===== src/rtl/fetch_pkg.sv =====
// Shared types and constants for the LEGv8 instruction-fetch queue.
// Latency: n/a (types only).
// Backpressure: n/a (types only).
package fetch_pkg;

  localparam int PC_W    = 64;
  localparam int INSTR_W = 32;

  // LEGv8 NOP encoding, for consumers that need a filler instruction.
  localparam logic [INSTR_W-1:0] NOP_INSTR = 32'hD503201F;

  typedef struct packed {
    logic [PC_W-1:0]    pc;
    logic [INSTR_W-1:0] instr;
  } fetch_entry_t;

  typedef enum logic [1:0] {
    IDLE = 2'd0,
    RUN  = 2'd1,
    FULL = 2'd2
  } fetch_state_t;

  // Instructions are word aligned; the low two bits of a target are dropped.
  function automatic logic [PC_W-1:0] align_pc(input logic [PC_W-1:0] pc);
    return {pc[PC_W-1:2], 2'b00};
  endfunction

endpackage


===== src/rtl/fetch_fifo.sv =====
// DEPTH-entry circular buffer of fetch entries with synchronous flush.
// Latency: a pushed entry becomes visible at the head on the next cycle.
// Backpressure: push ignored when full, pop ignored when empty, flush wins over both.
// Ports: clk/rst_n, push/push_dat, pop, flush, count, empty/full, head_dat.
module fetch_fifo
  import fetch_pkg::*;
#(
  parameter  int DEPTH = 4,
  localparam int PTR_W = $clog2(DEPTH),
  localparam int CNT_W = PTR_W + 1
) (
  input  logic             clk,
  input  logic             rst_n,
  input  logic             push,
  input  fetch_entry_t     push_dat,
  input  logic             pop,
  input  logic             flush,
  output logic [CNT_W-1:0] count,
  output logic             empty,
  output logic             full,
  output fetch_entry_t     head_dat
);

  fetch_entry_t     mem_q [DEPTH];
  logic [PTR_W-1:0] head_q, head_d;
  logic [PTR_W-1:0] tail_q, tail_d;
  logic [CNT_W-1:0] count_q, count_d;
  logic             do_push, do_pop;

  assign empty    = (count_q == '0);
  assign full     = (count_q == CNT_W'(DEPTH));
  assign count    = count_q;
  assign head_dat = mem_q[head_q];

  always_comb begin
    do_push = push && !full && !flush;
    do_pop  = pop && !empty && !flush;
    head_d  = head_q;
    tail_d  = tail_q;
    count_d = count_q;
    if (flush) begin
      head_d  = '0;
      tail_d  = '0;
      count_d = '0;
    end else begin
      // Pointers wrap naturally because DEPTH is a power of two.
      if (do_push) tail_d = tail_q + 1'b1;
      if (do_pop)  head_d = head_q + 1'b1;
      case ({do_push, do_pop})
        2'b10:   count_d = count_q + 1'b1;
        2'b01:   count_d = count_q - 1'b1;
        default: count_d = count_q;
      endcase
    end
  end

  always_ff @(posedge clk or negedge rst_n) begin
    if (!rst_n) begin
      head_q  <= '0;
      tail_q  <= '0;
      count_q <= '0;
    end else begin
      head_q  <= head_d;
      tail_q  <= tail_d;
      count_q <= count_d;
    end
  end

  // Payload storage needs no reset: the head is only consumed while count is non-zero.
  always_ff @(posedge clk) begin
    if (do_push) mem_q[tail_q] <= push_dat;
  end

endmodule


===== src/rtl/fetch_queue_ctrl.sv =====
// Fetch sequencer: drives imem address from fetch_pc and queues {pc, instr} for decode.
// Latency: a fetched word reaches deq one cycle after its enqueue; redirect refills after one cycle.
// Backpressure: valid/ready to decode; fetch stalls (pc held) while the queue is full.
// Ports: clk/reset (async active-low), fetch_en, imem_addr/imem_q, redirect_valid/redirect_pc,
//        deq_valid/deq_ready/deq_instr/deq_pc, q_count, fetch_cnt/flush_cnt.
// Optional: define FETCH_STATS_EN for saturating enqueue/flush counters (tied to 0 otherwise).
module fetch_queue_ctrl
  import fetch_pkg::*;
#(
  parameter int          AW       = 6,
  parameter int          DEPTH    = 4,
  parameter logic [63:0] RESET_PC = 64'h0
) (
  input  logic                     clk,
  input  logic                     reset,
  input  logic                     fetch_en,
  output logic [AW-1:0]            imem_addr,
  input  logic [31:0]              imem_q,
  input  logic                     redirect_valid,
  input  logic [63:0]              redirect_pc,
  output logic                     deq_valid,
  input  logic                     deq_ready,
  output logic [31:0]              deq_instr,
  output logic [63:0]              deq_pc,
  output logic [$clog2(DEPTH):0]   q_count,
  output logic [31:0]              fetch_cnt,
  output logic [31:0]              flush_cnt
);

  localparam int CNT_W = $clog2(DEPTH) + 1;

  fetch_state_t    state_q, state_d;
  logic [PC_W-1:0] fetch_pc_q, fetch_pc_d;
  logic            enq, deq_fire;
  logic            fifo_empty, fifo_full;
  fetch_entry_t    enq_dat, head;

  assign imem_addr = fetch_pc_q[AW+1:2];
  assign enq_dat   = '{pc: fetch_pc_q, instr: imem_q};

  fetch_fifo #(.DEPTH(DEPTH)) u_fifo (
    .clk      (clk),
    .rst_n    (reset),
    .push     (enq),
    .push_dat (enq_dat),
    .pop      (deq_fire),
    .flush    (redirect_valid),
    .count    (q_count),
    .empty    (fifo_empty),
    .full     (fifo_full),
    .head_dat (head)
  );

  // State register
  always_ff @(posedge clk or negedge reset) begin
    if (!reset) begin
      state_q    <= IDLE;
      fetch_pc_q <= RESET_PC;
    end else begin
      state_q    <= state_d;
      fetch_pc_q <= fetch_pc_d;
    end
  end

  // Next-state logic; redirect overrides every state.
  always_comb begin
    state_d = state_q;
    if (redirect_valid) begin
      state_d = fetch_en ? RUN : IDLE;
    end else begin
      case (state_q)
        IDLE: if (fetch_en) state_d = RUN;
        RUN: begin
          if (!fetch_en)
            state_d = IDLE;
          else if (enq && !deq_fire && q_count == CNT_W'(DEPTH - 1))
            state_d = FULL;
        end
        FULL: begin
          if (!fetch_en)     state_d = IDLE;
          else if (deq_fire) state_d = RUN;
        end
        default: state_d = IDLE;
      endcase
    end
  end

  // Outputs and datapath control. FULL never enqueues, so a pop there frees a slot
  // that is only refilled after the return to RUN.
  always_comb begin
    deq_valid  = !fifo_empty && !redirect_valid;
    deq_fire   = deq_valid && deq_ready;
    enq        = (state_q == RUN) && fetch_en && !fifo_full && !redirect_valid;
    deq_instr  = deq_valid ? head.instr : '0;
    deq_pc     = deq_valid ? head.pc : '0;
    fetch_pc_d = fetch_pc_q;
    if (redirect_valid) fetch_pc_d = align_pc(redirect_pc);
    else if (enq)       fetch_pc_d = fetch_pc_q + 64'd4;
  end

`ifdef FETCH_STATS_EN
  logic [31:0] fetch_cnt_q, fetch_cnt_d;
  logic [31:0] flush_cnt_q, flush_cnt_d;
  logic [32:0] flush_sum;

  always_comb begin
    fetch_cnt_d = fetch_cnt_q;
    flush_cnt_d = flush_cnt_q;
    flush_sum   = {1'b0, flush_cnt_q} + 33'(q_count);
    if (enq && fetch_cnt_q != '1) fetch_cnt_d = fetch_cnt_q + 32'd1;
    // Occupancy at the redirect cycle is exactly what gets discarded.
    if (redirect_valid) flush_cnt_d = flush_sum[32] ? '1 : flush_sum[31:0];
  end

  always_ff @(posedge clk or negedge reset) begin
    if (!reset) begin
      fetch_cnt_q <= '0;
      flush_cnt_q <= '0;
    end else begin
      fetch_cnt_q <= fetch_cnt_d;
      flush_cnt_q <= flush_cnt_d;
    end
  end

  assign fetch_cnt = fetch_cnt_q;
  assign flush_cnt = flush_cnt_q;
`else
  assign fetch_cnt = '0;
  assign flush_cnt = '0;
`endif

endmodule

===== config.mk =====
export PLATFORM = sky130hd
export DESIGN_NAME = fetch_queue_ctrl
export DESIGN_NICKNAME = d
export VERILOG_FILES = /design/src/rtl/fetch_pkg.sv /design/src/rtl/fetch_fifo.sv /design/src/rtl/fetch_queue_ctrl.sv
export SDC_FILE = /design/constraint.sdc
export NUM_CORES = 1
export LEC_CHECK = 0
export BUFFER_PORTS_ARGS = -buffer_cell sky130_fd_sc_hd__buf_4
export CAP_MARGIN = 20
export CELL_PAD_IN_SITES_DETAIL_PLACEMENT = 1
export CELL_PAD_IN_SITES_GLOBAL_PLACEMENT = 1
export CORE_MARGIN = 2
export CORE_UTILIZATION = 44
export CTS_CLUSTER_DIAMETER = 60
export DETAILED_ROUTE_END_ITERATION = 8
export GPL_TIMING_DRIVEN = 0
export PLACE_DENSITY = 0.8
export SYNTH_ARGS = -nofsm -noshare
export SYNTH_HDL_FRONTEND = slang
export SYNTH_SLANG_ARGS = --single-unit

===== constraint.sdc =====
create_clock -name clk -period 3.4 [get_ports clk]
set_clock_uncertainty 0.15 [all_clocks]
set_input_delay 0.68 -clock clk [delete_from_list [all_inputs] [get_ports clk]]
set_output_delay 0.68 -clock clk [all_outputs]
set_load 0.03 [all_outputs]

======== Yosys cells after proc, flatten, opt, wreduce, memory -nomap -nowiden ========
Memories as Yosys holds them, arrays and structs flattened.
Index checks and enable logic that the tools add are counted.
W data, S select, Z words.
cells by class
  multiplexer cells ....................... 20
  shifts and indexed selects .............. 0
  magnitude comparators ................... 0
  $mul .................................... 0
  div/mod/pow operators ................... 0
  bitwise logic cells ..................... 0
  $add $sub $neg .......................... 5
  equality and inequality tests ........... 9
  reductions and logical operators ........ 22
operator list
  cell                     count
  $mux W64                 3
  $add A64 B3 Y64 const B  1
  $mux W32                 1
  $mux W2                  10
  $logic_and A1 B1 Y1      11
  $ne A4 B4 Y1 const B     2
  $pmux W2 S3              1
  $pmux W3 S2              1
  $reduce_bool A2 Y1       3
  $add A2 B1 Y2 const B    2
  $eq A2 B1 Y1 const B     2
  $eq A2 B2 Y1 const B     2
  $logic_not A1 Y1         4
  $add A3 B1 Y3 const B    1
  $eq A3 B2 Y1 const B     1
  $eq A3 B3 Y1 const B     1
  $logic_not A3 Y1         1
  $mux W1                  3
  $mux W3                  1
  $ne A3 B3 Y1 const B     1
  $reduce_and A3 Y1        1
  $reduce_bool A3 Y1       1
  $sub A3 B1 Y3 const B    1
  $logic_not A2 Y1         1
word-level totals
  memory bits (read-only) ................. 0
  memories kept ........................... 1
  bits in registers ....................... 73
  output and inout bits ................... 170
  bits in latches ......................... 0
  memory bits (writable) .................. 384
memory list
  name          words  bits a word  read ports  clocked after Yosys merged registers in  wr ports  line              source
  u_fifo.mem_q  4      96           1           0                                        1         fetch_fifo.sv:24  fetch_entry_t mem_q [DEPTH];

======== Logic depth before layout (Yosys ltp) ========
  depth after elaboration ................. 11
  depth in mapped cells ................... 8
  depth with buffers taken out ............ 7

======== By module ========
From an unflattened synthesis, not the netlist that was laid out.
unflattened totals
  cell total of the unflattened synthesis .. 1,204
  area, all modules ....................... 19,484.9 um2
modules (own cells, without submodules)
  module            area an instance (um2)  times used  cells an instance
  fetch_fifo        14,377.5                1           566
  fetch_queue_ctrl  5,107.4                 1           638

======== Worst setup path before layout ========
No wires, ideal clock.
  path type ............................... in2reg
  start point ............................. in redirect_valid
  end point ............................... mem u_fifo.mem_q[1][0] (netlist name) (enable)
  stages .................................. 3
  data arrival time ....................... 3,399 ps
  library setup time ...................... 463 ps
  setup slack ............................. -612 ps
  path through ............................ clkbuf_1 -> nor3_1 -> and2_1
on the way
  word-level cells in the longest chain between the ends .. 6
RTL lines
  element                            line                                      source
  start: declaration                 fetch_queue_ctrl.sv:19                    input logic redirect_valid,
  $logic_not A1 Y1 (*)               fetch_fifo.sv:36, fetch_queue_ctrl.sv:93
  $logic_and A1 B1 Y1                fetch_queue_ctrl.sv:93                    enq = (state_q == RUN) && fetch_en && !fifo_full && !redirect_valid;
  $logic_and A1 B1 Y1                fetch_fifo.sv:36                          do_push = push && !full && !flush;
  $logic_and A1 B1 Y1 (*)            fetch_fifo.sv:36
  $mux W1 (*)                        fetch_fifo.sv:71                          if (do_push) mem_q[tail_q] <= push_dat;
  $mux W1 (implied by the code) (*)  fetch_fifo.sv:71
  end: declaration                   fetch_fifo.sv:24
Every way passes the cells marked *; elsewhere a longest branch is shown, timed or not.

======== Worst setup path in the final report ========
  start point ............................. reg u_fifo.head_q[0]
  end point ............................... out deq_pc[55]
on the way
  word-level cells in the longest chain between the ends .. 2
RTL lines
  element                   line                    source
  start: declaration        fetch_fifo.sv:25        logic [PTR_W-1:0] head_q, head_d;
  start signal: assignment  fetch_fifo.sv:59        head_q <= '0;
  start signal: assignment  fetch_fifo.sv:63        head_q <= head_d;
  $mem_v2 Z4 W96            n/a
  $mux W64                  fetch_queue_ctrl.sv:95  deq_pc = deq_valid ? head.pc : '0;
  end: declaration          fetch_queue_ctrl.sv:24  output logic [63:0] deq_pc,
No other way between the ends.

==> impl_metrics.toml <==
[sta]
fin_hold_ws_ns = 0.1044
worst_pin_slew_ns = 1.039
relSlewSlack = 0.3076
finalHoldViolCount = 0
post-route-min-period_ns = 3.297
post-route-period-util = 0.9697
finalMaxSlewViolations = 0
fmax_mhz = 303.3
setup-tns-final_ns = 0
setup_viol = 0
grt_setup_unrepaired = "false"
finalWorstSetupSlack_ns = 0.1030

[global_route]
grt_pass1_wl_um = 78000
track_usage = 0.2323
grt_pass1_vias = 12490
grt_max_degree = 72
grt_remaining_overflow = 0
antenna_found_initial = 3

[clocking]
hold_buffers = 0
cts_max_path_buffers = 3
path_clk_slew_ns = 0.06
clkLatencyLatePin_ns = 0.59
root_buffer = "clkbuf_16"
cts_tree = "done"
cts_buffers = 49
clock-sinks = 447
cts.htree.levels = 2

[drt]
viasPerCell = 5.533
first_pass_iters = 5
drt-initial-drc-count = 1003
vias = 11890
routed_wl_um = 52260
wl_per_cell_um = 24.32
drc_errors = 0
ant_nets = 0

[floorplan]
io_pins = 271
dieArea_mm2 = 0.04552
die_y_um = 213.4
rows = 76
core-area_mm2 = 0.04317
fp.dieW_um = 213.4
start_util = 0.4468

[worst_setup_path]
r2r_end = "fetch_pc_q[36]$_DFFE_PN0N_"
regToRegSetupSlack_ns = 0.43
startpoint_type = "register"
endpoint_kind = "primary output"
cp_slowest_cell = "mux4_2"
slowest_delay_ns = 0.57
cp.arrival_ns = 2.47
cp_top_family = "buffers and inverters"
path_max_fanout = 10
startpoint = "u_fifo.head_q[0]$_DFFE_PN0P_"
cp_num_buf_inv = 4
crit_end = "deq_pc[55]"
r2r-start = "fetch_pc_q[2]$_DFFE_PN0N_"
worstPathRequired_ns = 2.57
crit_cells = 6
worstSetupPathType = "reg -> out"
reg2reg_depth = 7
crit_chain = "buf_12 -> buf_8 -> buf_8 -> mux4_2 -> and3_1 -> buf_4"
crit_top_cell = "buf_8"

[synth]
synth.cell_area_mm2 = 0.01929
synth.avg_cell_area_um2 = 16.03
synthCells = 1203
synth_edf_count = 376
async_flop_share = 0.1588
synth.yosys.seq_area_share = 0.6775
ys_ff_latch = 447
synthFlopType = "edfxtp_1"
synth_warnings = 0
yosysUniqueCellTypes = 61

[placement]
port_buffers = 201
dp_cells = 2060
hpwl_um = 35000
place_ws_ns = -0.3489
routabilityCongestion = 0.8161
placed_area_mm2 = 0.02192

[outcome]
status = "finished, final reports clean"

[power]
p_total_mw = 13.45
max-vdd-ir-drop_v = 0.0003745
power.switching_mw = 3.444
p_leak_nw = 8.792
switching_share = 0.2560
seqPwrFrac = 0.474
power_frac_comb = 0.134
p_int_mw = 10.01
pwr-share-clk = 0.392
powerDensity_mw_per_mm2 = 569.5

[layout]
finalNetCount = 1633
num_antenna_cells = 0
drive_gt1_frac = 0.3254
fillers = 4189
syn_to_final_growth_pct = 22.45
finish.utilization = 0.5470
fin_area_mm2 = 0.02362
fin_cells = 2149

[flow_run]
maxCapViolCount = 0

[min_path]
min_path_type = "in -> async"
## cells in the final DEF (no fill, tap or decap), types with 5 or more instances in the layout
master and count:
a221o_1 6, a22oi_1 10, a31oi_1 12, and3_1 104
and4_1 6, buf_2 13, buf_4 276, clkbuf_1 43
clkbuf_16 49, clkbuf_2 9, clkbuf_8 9, clkinv_1 7
clkinv_2 10, conb_1 66, dfrtp_1 67, edfxtp_1 376
ha_1 5, inv_1 11, mux2i_1 14, mux4_2 94
nand2_1 65, nand3_1 31, nand4_1 24, nor2_1 29
nor2b_1 18, nor3_1 27, nor4_1 15, o21ai_0 32
o31ai_1 6, or3_1 6, or4_1 11, xnor2_1 17
xor2_1 14
## state kept, by name, indices dropped and copies added (netlist names)
register	flops
u_fifo.count	3
u_fifo.mem_q	376
u_fifo.tail_q	2
fetch_pc_q	62
u_fifo.head_q	2
state_q	2
## kinds of logic after synthesis
kind of cell / share of synthesized area
buffers and inverters: 0.04677
multiplexers: 0.1176
other: 0.0001944
flip-flops: 0.6775
XOR/XNOR: 0.01408
AND/OR/NAND/NOR: 0.1121
AO/OA/AOI/OAI: 0.02744
adder cells (fa/ha/maj): 0.004282
## worst reg2reg max path, delay by kind of cell (launching register included)
kind / cells / cell delay (ns)
AO/OA/AOI/OAI: 1 / 0.22
adder cells (fa/ha/maj): 1 / 0.34
buffers and inverters: 1 / 0.29
AND/OR/NAND/NOR: 4 / 1.26
flip-flops: 1 / 0.61
## synthesized netlist by cell type (all sizes together) (17+ instances only)
| master | count | area share |
|---|---|---|
| nand2 | 65 | 0.013 |
| buf | 94 | 0.034 |
| mux4 | 94 | 0.11 |
| nand3 | 33 | 0.0091 |
| and3 | 104 | 0.034 |
| nor2b | 18 | 0.0058 |
| nor3 | 27 | 0.0070 |
| o21ai | 36 | 0.0093 |
| nand4 | 27 | 0.010 |
| edfxtp | 376 | 0.59 |
| nor2 | 29 | 0.0056 |
| nor4 | 19 | 0.0084 |
| xnor2 | 17 | 0.0077 |
| clkbuf | 52 | 0.011 |
| dfrtp | 71 | 0.092 |
## power groups by stage
stage	combinational [mW]	clock, mW	sequential [mW]
after global routing	1.94	5.54	6.39
after CTS	1.81	5.36	6.37
after detailed placement	1.76	0	6.47
final	1.80	5.28	6.37
after floorplan	1.13	0	6.40
after global placement	1.71	0	6.45
## how the worst min path moves through the flow
stage	cells after the start	slack, ns	to	start
3_5_place_dp	0	0.38	u_fifo.mem_q[2][89]$_DFFE_PP_	fetch_pc_q[57]$_DFFE_PN0N_
3_3_place_gp	0	0.36	u_fifo.mem_q[2][89]$_DFFE_PP_	fetch_pc_q[57]$_DFFE_PN0N_
5_1_grt	1	0.14	u_fifo.mem_q[0][1]$_DFFE_PP_	imem_q[1]
2_1_floorplan	0	0.23	fetch_pc_q[10]$_DFFE_PN0N_	reset
4_1_cts	1	0.12	fetch_pc_q[53]$_DFFE_PN0N_	reset
6_report	1	0.10	fetch_pc_q[53]$_DFFE_PN0N_	reset
## repair_timing
item	CTS	global route
endpoints found under the hold margin	0	0
pin swaps	1	0
resized for setup	34	16
setup endpoints to repair	94	55
setup buffers	2	0
## metal layers
metal,GRT usage,part of all wire,vias up
li1,-,-,5241
met1,0.3124,0.41,6146
met2,0.3792,0.49,411
met3,0.04569,0.063,93
met4,0.08405,0.033,0
met5,0,0,-
## area by class of cell
| type | count | area [µm²] | area share |
|---|---|---|---|
| sequential | 447 | 13070 | 0.5535 |
| multi-input combinational | 664 | 5577 | 0.2361 |
| timing repair buffer | 209 | 1677 | 0.07099 |
| clock buffer | 63 | 1349 | 0.05711 |
| buffer | 144 | 922.1 | 0.03905 |
| tap | 585 | 732.0 | 0.03099 |
| clock inverter | 26 | 246.5 | 0.01044 |
| inverter | 11 | 41.29 | 0.001748 |
No activity file was read; power rests on OpenSTA's default activity.
